**config.mk**
```make
export PLATFORM = sky130hd
export DESIGN_NAME = div_sched_flat
export DESIGN_NICKNAME = d
export VERILOG_FILES = /design/src/rtl/div_sched_if.sv /design/src/rtl/div_sched.sv /design/src/flat_wrapper.sv
export SDC_FILE = /design/constraint.sdc
export NUM_CORES = 1
export LEC_CHECK = 0
export BUFFER_PORTS_ARGS = -buffer_cell sky130_fd_sc_hd__buf_2
export CORE_ASPECT_RATIO = 0.8
export CORE_UTILIZATION = 35
export DETAILED_ROUTE_END_ITERATION = 10
export PLACE_DENSITY_LB_ADDON = 0.08
export SLEW_MARGIN = 20
export SYNTH_ARGS = -nofsm -noshare
export SYNTH_HDL_FRONTEND = slang
export SYNTH_SLANG_ARGS = --single-unit
export TNS_END_PERCENT = 30
```
**constraint.sdc**
```tcl
create_clock -name clk -period 6.6 [get_ports clk]
set_clock_uncertainty 0.2 [all_clocks]
set_input_delay 0.66 -clock clk [delete_from_list [all_inputs] [get_ports clk]]
set_output_delay 0.66 -clock clk [all_outputs]
set_load 0.05 [all_outputs]
```
**src/rtl/div_sched_if.sv**
```systemverilog
// Client-side request/response bundle for div_sched: two requesters,
// each with an operand channel and a result channel.
interface div_sched_if #(
  parameter int K = 32
);
  logic [1:0]          req_valid;
  logic [1:0]          req_ready;
  logic [2*(K+32)-1:0] req_x;
  logic [2*K-1:0]      req_d;
  logic [1:0]          rsp_valid;
  logic [1:0]          rsp_ready;
  logic [2*K-1:0]      rsp_q;
  logic [2*K-1:0]      rsp_r;
  logic [1:0]          rsp_ovf;

  modport master (
    output req_valid, req_x, req_d, rsp_ready,
    input  req_ready, rsp_valid, rsp_q, rsp_r, rsp_ovf
  );

  modport slave (
    input  req_valid, req_x, req_d, rsp_ready,
    output req_ready, rsp_valid, rsp_q, rsp_r, rsp_ovf
  );
endinterface

```
**src/rtl/div_sched.sv**
```systemverilog
// div_sched: shares one fixed-latency, non-stallable pipelined divider
// between two requesters. Round-robin issue, tag tracking through a
// LAT-deep shift register, and per-requester result FIFOs. A requester
// may only issue while its credit (FIFO occupancy + in-flight ops) is
// below DEPTH, so every result leaving the divider has a slot waiting.
module div_sched #(
  parameter int K     = 32,
  parameter int LAT   = 2,
  parameter int DEPTH = 2
) (
  input  logic          clk,
  input  logic          rstn,
  div_sched_if.slave    bus,
  output logic [K+31:0] div_x,
  output logic [K-1:0]  div_d,
  input  logic [K-1:0]  div_q,
  input  logic [K-1:0]  div_r
);
  localparam int XW = K + 32;
  localparam int CW = $clog2(DEPTH + 1);
  localparam int AW = (DEPTH > 1) ? $clog2(DEPTH) : 1;

  // Which requester was granted most recently; reset value lets 0 win first.
  typedef enum logic {LAST0, LAST1} last_t;

  last_t         last_q;
  logic [CW-1:0] cnt [2];
  logic [1:0]    cand;
  logic [1:0]    grant;
  logic [1:0]    push;
  logic [1:0]    pop;
  logic          govf;

  // In-flight tag pipeline: {valid, id, ovf} per stage
  logic sr_v   [LAT];
  logic sr_id  [LAT];
  logic sr_ovf [LAT];

  // Result FIFOs
  logic [K-1:0]  mq  [2][DEPTH];
  logic [K-1:0]  mr  [2][DEPTH];
  logic          mo  [2][DEPTH];
  logic [AW-1:0] wp  [2];
  logic [AW-1:0] rp  [2];
  logic [CW-1:0] occ [2];

  // Eligibility and round-robin grant; nothing is granted while in reset
  always_comb begin
    cand  = '0;
    grant = '0;
    for (int unsigned i = 0; i < 2; i++)
      cand[i] = bus.req_valid[i] && (cnt[i] < CW'(DEPTH));
    if (!rstn)
      grant = '0;
    else if (cand == 2'b11)
      grant = (last_q == LAST1) ? 2'b01 : 2'b10;
    else
      grant = cand;
  end

  assign bus.req_ready = grant;

  // Drive divider operands from the granted requester, zero when idle
  always_comb begin
    div_x = '0;
    div_d = '0;
    if (grant[0]) begin
      div_x = bus.req_x[0 +: XW];
      div_d = bus.req_d[0 +: K];
    end else if (grant[1]) begin
      div_x = bus.req_x[XW +: XW];
      div_d = bus.req_d[K +: K];
    end
    // Quotient overflows K bits exactly when the upper dividend half >= d
    govf = (div_x[XW-1:32] >= div_d);
  end

  // Last-grant pointer moves only when something is granted
  always_ff @(posedge clk or negedge rstn) begin
    if (!rstn)
      last_q <= LAST1;
    else if (grant[0])
      last_q <= LAST0;
    else if (grant[1])
      last_q <= LAST1;
  end

  // Tag shift register, advanced every cycle alongside the divider pipeline
  always_ff @(posedge clk or negedge rstn) begin
    if (!rstn) begin
      for (int unsigned j = 0; j < unsigned'(LAT); j++) begin
        sr_v[j]   <= 1'b0;
        sr_id[j]  <= 1'b0;
        sr_ovf[j] <= 1'b0;
      end
    end else begin
      sr_v[0]   <= |grant;
      sr_id[0]  <= grant[1];
      sr_ovf[0] <= govf;
      for (int unsigned j = 1; j < unsigned'(LAT); j++) begin
        sr_v[j]   <= sr_v[j-1];
        sr_id[j]  <= sr_id[j-1];
        sr_ovf[j] <= sr_ovf[j-1];
      end
    end
  end

  // Writeback steering and consumer pops
  always_comb begin
    push    = '0;
    pop     = '0;
    push[0] = sr_v[LAT-1] && !sr_id[LAT-1];
    push[1] = sr_v[LAT-1] &&  sr_id[LAT-1];
    pop     = bus.rsp_valid & bus.rsp_ready;
  end

  // Credit counters: +1 on grant, -1 on pop, both cancel
  always_ff @(posedge clk or negedge rstn) begin
    if (!rstn) begin
      for (int unsigned i = 0; i < 2; i++)
        cnt[i] <= '0;
    end else begin
      for (int unsigned i = 0; i < 2; i++) begin
        if (grant[i] && !pop[i])
          cnt[i] <= cnt[i] + CW'(1);
        else if (!grant[i] && pop[i])
          cnt[i] <= cnt[i] - CW'(1);
      end
    end
  end

  // FIFO pointers and occupancy
  always_ff @(posedge clk or negedge rstn) begin
    if (!rstn) begin
      for (int unsigned i = 0; i < 2; i++) begin
        wp[i]  <= '0;
        rp[i]  <= '0;
        occ[i] <= '0;
      end
    end else begin
      for (int unsigned i = 0; i < 2; i++) begin
        if (push[i])
          wp[i] <= (wp[i] == AW'(DEPTH - 1)) ? '0 : wp[i] + AW'(1);
        if (pop[i])
          rp[i] <= (rp[i] == AW'(DEPTH - 1)) ? '0 : rp[i] + AW'(1);
        if (push[i] && !pop[i])
          occ[i] <= occ[i] + CW'(1);
        else if (!push[i] && pop[i])
          occ[i] <= occ[i] - CW'(1);
      end
    end
  end

  // FIFO storage; contents are don't-care while empty, outputs are gated
  always_ff @(posedge clk) begin
    for (int unsigned i = 0; i < 2; i++) begin
      if (push[i]) begin
        mq[i][wp[i]] <= div_q;
        mr[i][wp[i]] <= div_r;
        mo[i][wp[i]] <= sr_ovf[LAT-1];
      end
    end
  end

  // Head-of-FIFO presentation, forced to zero when empty
  always_comb begin
    bus.rsp_valid = '0;
    bus.rsp_q     = '0;
    bus.rsp_r     = '0;
    bus.rsp_ovf   = '0;
    for (int unsigned i = 0; i < 2; i++) begin
      if (occ[i] != '0) begin
        bus.rsp_valid[i]     = 1'b1;
        bus.rsp_q[i*K +: K]  = mq[i][rp[i]];
        bus.rsp_r[i*K +: K]  = mr[i][rp[i]];
        bus.rsp_ovf[i]       = mo[i][rp[i]];
      end
    end
  end

endmodule

```
**src/flat_wrapper.sv**
```systemverilog
// flat-port wrapper written by rule: the top's interface ports become plain ports
module div_sched_flat 
#(
  parameter int K     = 32,
  parameter int LAT   = 2,
  parameter int DEPTH = 2
)
  (clk, rstn, div_x, div_d, div_q, div_r, bus_req_valid, bus_req_x, bus_req_d, bus_rsp_ready, bus_req_ready, bus_rsp_valid, bus_rsp_q, bus_rsp_r, bus_rsp_ovf);
  div_sched_if #(.K(K)) bus_i ();
  input  logic clk;
  input  logic rstn;
  output logic [K+31:0] div_x;
  output logic [K-1:0] div_d;
  input  logic [K-1:0] div_q;
  input  logic [K-1:0] div_r;
  input wire logic [$bits(bus_i.req_valid)-1:0] bus_req_valid;
  input wire logic [$bits(bus_i.req_x)-1:0] bus_req_x;
  input wire logic [$bits(bus_i.req_d)-1:0] bus_req_d;
  input wire logic [$bits(bus_i.rsp_ready)-1:0] bus_rsp_ready;
  output wire logic [$bits(bus_i.req_ready)-1:0] bus_req_ready;
  output wire logic [$bits(bus_i.rsp_valid)-1:0] bus_rsp_valid;
  output wire logic [$bits(bus_i.rsp_q)-1:0] bus_rsp_q;
  output wire logic [$bits(bus_i.rsp_r)-1:0] bus_rsp_r;
  output wire logic [$bits(bus_i.rsp_ovf)-1:0] bus_rsp_ovf;
  assign bus_i.req_valid = bus_req_valid;
  assign bus_i.req_x = bus_req_x;
  assign bus_i.req_d = bus_req_d;
  assign bus_i.rsp_ready = bus_rsp_ready;
  assign bus_req_ready = bus_i.req_ready;
  assign bus_rsp_valid = bus_i.rsp_valid;
  assign bus_rsp_q = bus_i.rsp_q;
  assign bus_rsp_r = bus_i.rsp_r;
  assign bus_rsp_ovf = bus_i.rsp_ovf;
  div_sched #(.K(K), .LAT(LAT), .DEPTH(DEPTH)) u_core (.clk(clk), .rstn(rstn), .bus(bus_i), .div_x(div_x), .div_d(div_d), .div_q(div_q), .div_r(div_r));
endmodule
```
After elaboration in Yosys (flattened, before gate mapping)
Memories as Yosys holds them, arrays and structs flattened.
Cells that the tools add are included.
W data, S select, Z words.
{ "word_totals": {"elab_cells": 147, "output_inout_bits": 230, "mem_bits_rw": 260, "memories": 3, "regBits": 19} }
{ "op_classes": {"addsub": 12, "bitwise": 5, "eq_ne": 1, "order_cmp": 9, "reduce_logical": 32, "muxes": 70} }
{ "memory_table": {"columns": ["name", "depth", "width", "rd", "rd_clocked_by_memory_dff", "wr", "line_no", "source"], "rows": [
  ["u_core.mq", 2, 64, 2, 0, 1, "div_sched.sv:40", "logic [K-1:0] mq [2][DEPTH];"],
  ["u_core.mr", 2, 64, 2, 0, 1, "div_sched.sv:41", "logic [K-1:0] mr [2][DEPTH];"],
  ["u_core.mo", 2, 2, 2, 0, 1, "div_sched.sv:42", "logic mo [2][DEPTH];"]
]} }
{ "op_table": {"columns": ["cell", "n"], "rows": [
  ["$mux W32", 20],
  ["$mux W64", 8],
  ["$reduce_or A64 Y1", 2],
  ["$demux W32 S1", 2],
  ["$ge A32 B32 Y1", 1],
  ["$mux W2", 15],
  ["$mux W1", 23],
  ["$logic_and A1 B1 Y1", 14],
  ["$reduce_bool A2 Y1", 7],
  ["$add A2 B1 Y2 const B", 4],
  ["$ge A2 B2 Y1 const B", 4],
  ["$not A1 Y2", 4],
  ["$sub A2 B1 Y2 const B", 4],
  ["$logic_not A1 Y1", 7],
  ["$add A1 B1 Y1 const B", 4],
  ["$lt A2 B1 Y1 const B", 2],
  ["$lt A2 B2 Y1 const B", 2],
  ["$reduce_or A2 Y1", 2],
  ["$and A2 B2 Y2", 1],
  ["$demux W1 S1", 2],
  ["$eq A2 B2 Y1 const B", 1]
]} }

Logic depth before layout (Yosys ltp)
{ "logic_depth": {"ltp_word": 9, "depth_mapped": 13} }

Worst setup path before layout
Ideal clock, no wire load.
{ "synth_path": {"kind": "register to register", "from": "register u_core.sr_id[0] (netlist bit)", "to": "memory u_core.mo[0][1] (netlist bit), enable pin", "required_time_ns": 5.912, "t_arrival_ns": 3.273, "stages_incl_launch_ff": 3, "setup_ns": 0.488, "n_path_buf": 0, "slack_ns": 2.639, "path_cell_list": "dfrtp_1 > nand2b_1 > nor2_1"} }
{ "synth_between": {"elab_chain_cells": 5, "elab_cells_between_ends": 10} }
{ "synth_rtl": {"columns": ["element", "line_no", "source"], "rows": [
  ["from (decl)", "div_sched.sv:36", "logic sr_id [LAT];"],
  ["from (signal, indexed assignment)", "div_sched.sv:102", "sr_id[j] <= sr_id[j-1];"],
  ["$logic_and A1 B1 Y1 / $logic_not A1 Y1 (equally long branches)", "div_sched.sv:113, div_sched.sv:112", null],
  ["$mux W1 / $logic_and A1 B1 Y1 (equally long branches)", "div_sched.sv:157, div_sched.sv:112", null],
  ["$mux W2 (not written as such) / $mux W1 (equally long branches)", "div_sched.sv:160, div_sched.sv:157", null],
  ["$reduce_or A2 Y1 (no line) / $mux W2 (equally long branches)", null, null],
  ["$mux W1 (no line) / $mux W2 (equally long branches)", null, null],
  ["to (decl)", "div_sched.sv:42", null]
]} }
Parallel ways exist; a longest one is shown, timed or not.

Final worst setup path
{ "layout_path": {"from": "input port rstn", "to": "output port div_x[24]"} }
{ "layout_between": {"elab_chain_cells": 3} }
{ "layout_rtl": {"columns": ["element", "line_no", "source"], "rows": [
  ["from (decl)", "flat_wrapper.sv:11", "input logic rstn;"],
  ["$mux W2 *", "div_sched.sv:53", "if (!rstn)"],
  ["$mux W64", "div_sched.sv:70", "end else if (grant[1]) begin"],
  ["$mux W64 *", "div_sched.sv:67", "if (grant[0]) begin"],
  ["to (decl)", "flat_wrapper.sv:12", "output logic [K+31:0] div_x;"]
]} }
Mark *: on every way between the ends. The rest lies on a longest branch, timed or not.

==> run summary <==
CP max stage delay - 0.97 ns
Wire length per cell - 22.0 um
Hold-fix buffer count after cts - 1
Clock sink count - 279
Setup bufs post-CTS - 0
Outcome - complete, no violations
Synth Area per Inst - 14.7 um^2
Pwr/cell area - 494 nW/um^2
First-pass GRT wire length - 55100 um
RSZ-0062 raised after global routing - false
DR WL met3 - 2730 um
Arr. time, crit path - 3.58 ns
Initial DRC count - 462
Most frequent cell on the critical path - buf_2
Commonest non-fill, non-tap cell in the layout - buf_2
P_leak - 7.15 nW
Met1 wire length - 17900 um
Core Util, Final - 46.6%
Routed wl met2 - 18200 um
Overall Power - 8.04 mW
Die Area - 36300 um^2
Hold worst-path end - u_core.mq[0][125]$_DFFE_PP_
Synth area leaders - edfxtp_1, mux2i_1, a22o_1, nor2_1, dfrtp_1
Reg2reg end - u_core.sr_ovf[1]$_DFF_PN0_
Max Fclk - 0.225 GHz
RR Startpoint - u_core.cnt[3]$_DFFE_PN0P_
DRC viols - 0
Grt total ovfl - 0
Slowest CP cell - o311a_4
Antenna violations before repair - 5
Core box area - 34900 um^2
Yosys warns - 0
Synth area leader - edfxtp_1
Ys flop type - edfxtp_1
Gate Count Post-Synth - 846
Synthesized area - 12400 um^2
R2r setup slk - 2.92 ns
Worst hold margin - 0.112 ns
Port bufs - 491
Critical setup path kind - in -> out
Vias per cell - 5.03
Clk slew on worst S/H paths - 0.06 ns
Hold path start - div_q[29]
Pin count of the biggest net entering global routing - 130
Antenna Violating Nets Remaining - 0
Clock power share - 19.6%
Worst setup EP type - output port
VDD IR max - 0.000284 V
H-tree levels - 1
TritonCTS buffer count - 29
Share of cells above drive strength 1 - 41.3%
Initial core utilization - 35.7%
GRT Overall Usage - 20.8%
Crit share post-route - 67.3%
Worst R2R Path Depth - 9
Fin. max-slew vios - 0
Hold Path Cell Cnt - 1
Yosys reg bits - 279
Fin. Hold Viols - 0
Sw power - 3.94 mW
Clock buffer depth - 3
CP Cell Sequence - dlygate4sd3_1 -> buf_2 -> o311a_4 -> buf_4 -> a22o_1 -> buf_2
Layout net count - 1620
Final Setup Violations - 0
Flop pwr share - 29.7%
Dpl hpwl - 28000 um
Via count of the first global-routing pass - 8643
Post-cts repair resize count - 0
Setup_tns - 0 ns
Max-Cap Viols - 0
CTS tree - done
Seq/Total Area, Yosys - 66.6%
Chip width - 213 um
Layout area overhead - 30.8%
Synth cell types - 37
Rel. slew slack - 25.6%
CP max FO - 100
Switching Share - 49.0%
DR vias - 9127
Most frequent cells in the layout - buf_2, edfxtp_1, nor2_1, mux2i_1, a22o_1
Internal power - 4.10 mW
Asr flop ratio synth - 6.81%
# rows - 61
Final period demand of the worst path - 4.44 ns
Actual slew at the worst max-slew pin - 1.12 ns
Placer Congestion - 0.893
Total nets after synthesis - 1144
Post-Route WL - 39900 um
Clock latency on the worst-skew pair - 0.55 ns
Die Y - 171 um
Root Buffer - clkbuf_16
Top sig layer - met5
Logic pwr share - 50.6%
Worst hold path class - in -> reg
Crit start category - primary input
Post-synth EDFFs - 260
WP data required - 5.74 ns
Synth top area share - 62.8%
First-pass iteration count of the detailed router - 5
I/O pin cnt - 492
-- flip-flops by register name (all words and copies together), names as in the netlist --
signal / cells
u_core.last_q: 1
u_core.sr_v: 2
u_core.sr_ovf: 2
u_core.mq: 128
u_core.occ: 4
u_core.sr_id: 2
u_core.wp: 2
u_core.cnt: 4
u_core.rp: 2
u_core.mo: 4
u_core.mr: 128
-- critical path: cells and delay by family --
| family | cells | cell delay (ns) |
|---|---|---|
| buffers and inverters | 4 | 1.62 |
| AOI/OAI and AO/OA | 2 | 1.22 |
-- stage by stage --
step	instances	instance area (um^2)	setup slack, ns
after global routing	1814	16300	1.96
after CTS	1812	16300	2.12
after global placement	1762	15400	2.45
after floorplan	846	12400	2.64
after detailed placement	1762	15400	2.43
final	1814	16300	2.16
-- per-layer routing --
layer	track usage, %	vias up
li1	-	4218
met1	28.9	4511
met2	32.1	329
met3	5.12	65
met4	5.94	4
met5	0	-
-- power by group through the flow --
stage | clock network [mW] | logic, mW | registers [mW]
floorplan | 0 | 3.16 | 2.27
global placement | 0 | 4.11 | 2.42
detailed placement | 0 | 4.10 | 2.43
CTS | 1.61 | 4.11 | 2.40
global route | 1.68 | 4.29 | 2.41
finish | 1.58 | 4.07 | 2.39
-- how the worst max path moves through the flow --
stage	from	endpoint	slack, ns	cells past startpoint
after global routing	rstn	div_x[24]	1.96	6
final	rstn	div_x[24]	2.16	6
after CTS	rstn	div_x[24]	2.12	6
after detailed placement	rstn	u_core.sr_ovf[1]$_DFF_PN0_	2.43	9
after floorplan	u_core.sr_id[0]$_DFF_PN0_	u_core.mo[0][1]$_DFFE_PP_	2.64	2
after global placement	rstn	u_core.sr_ovf[1]$_DFF_PN0_	2.45	9
-- area by class of cell --
class	count	area, um^2
clock inverters	13	153
inverters	5	18.8
clock buffers	36	752
diodes	2	5.00
fillers	3214	18600
repair buffers	503	2560
multi-input cells	504	3900
flip-flops and latches	279	8290
well taps	472	591
-- cells in the mapped netlist (3+ instances only) --
| cell type | count |
|---|---|
| nand4_1 | 4 |
| buf_2 | 29 |
| a21oi_1 | 7 |
| a21oi_2 | 3 |
| xor2_1 | 8 |
| buf_4 | 10 |
| buf_1 | 5 |
| nand2_1 | 6 |
| mux2i_1 | 130 |
| ha_1 | 36 |
| clkbuf_1 | 14 |
| a22oi_1 | 32 |
| a22o_1 | 96 |
| nand3_1 | 4 |
| dfrtp_1 | 18 |
| edfxtp_1 | 260 |
| xnor2_1 | 8 |
| nor2_1 | 143 |
| inv_1 | 5 |
| a21o_1 | 4 |
-- logic make-up (layout without fill, tap and decap cells) --
| logic type | count (synthesis) | in the layout | share of synthesized area [%] |
|---|---|---|---|
| AOI/OAI and AO/OA | 156 | 156 | 10.3 |
| xor gates and xnor gates | 16 | 16 | 1.13 |
| adders and majority gates | 36 | 36 | 3.62 |
| buffers and inverters | 63 | 557 | 2.50 |
| DFF | 279 | 279 | 66.6 |
| muxes | 130 | 130 | 10.5 |
| other | 0 | 2 | 0 |
| and+or+nand+nor | 166 | 166 | 5.35 |
(Power assumes the default switching activity.)
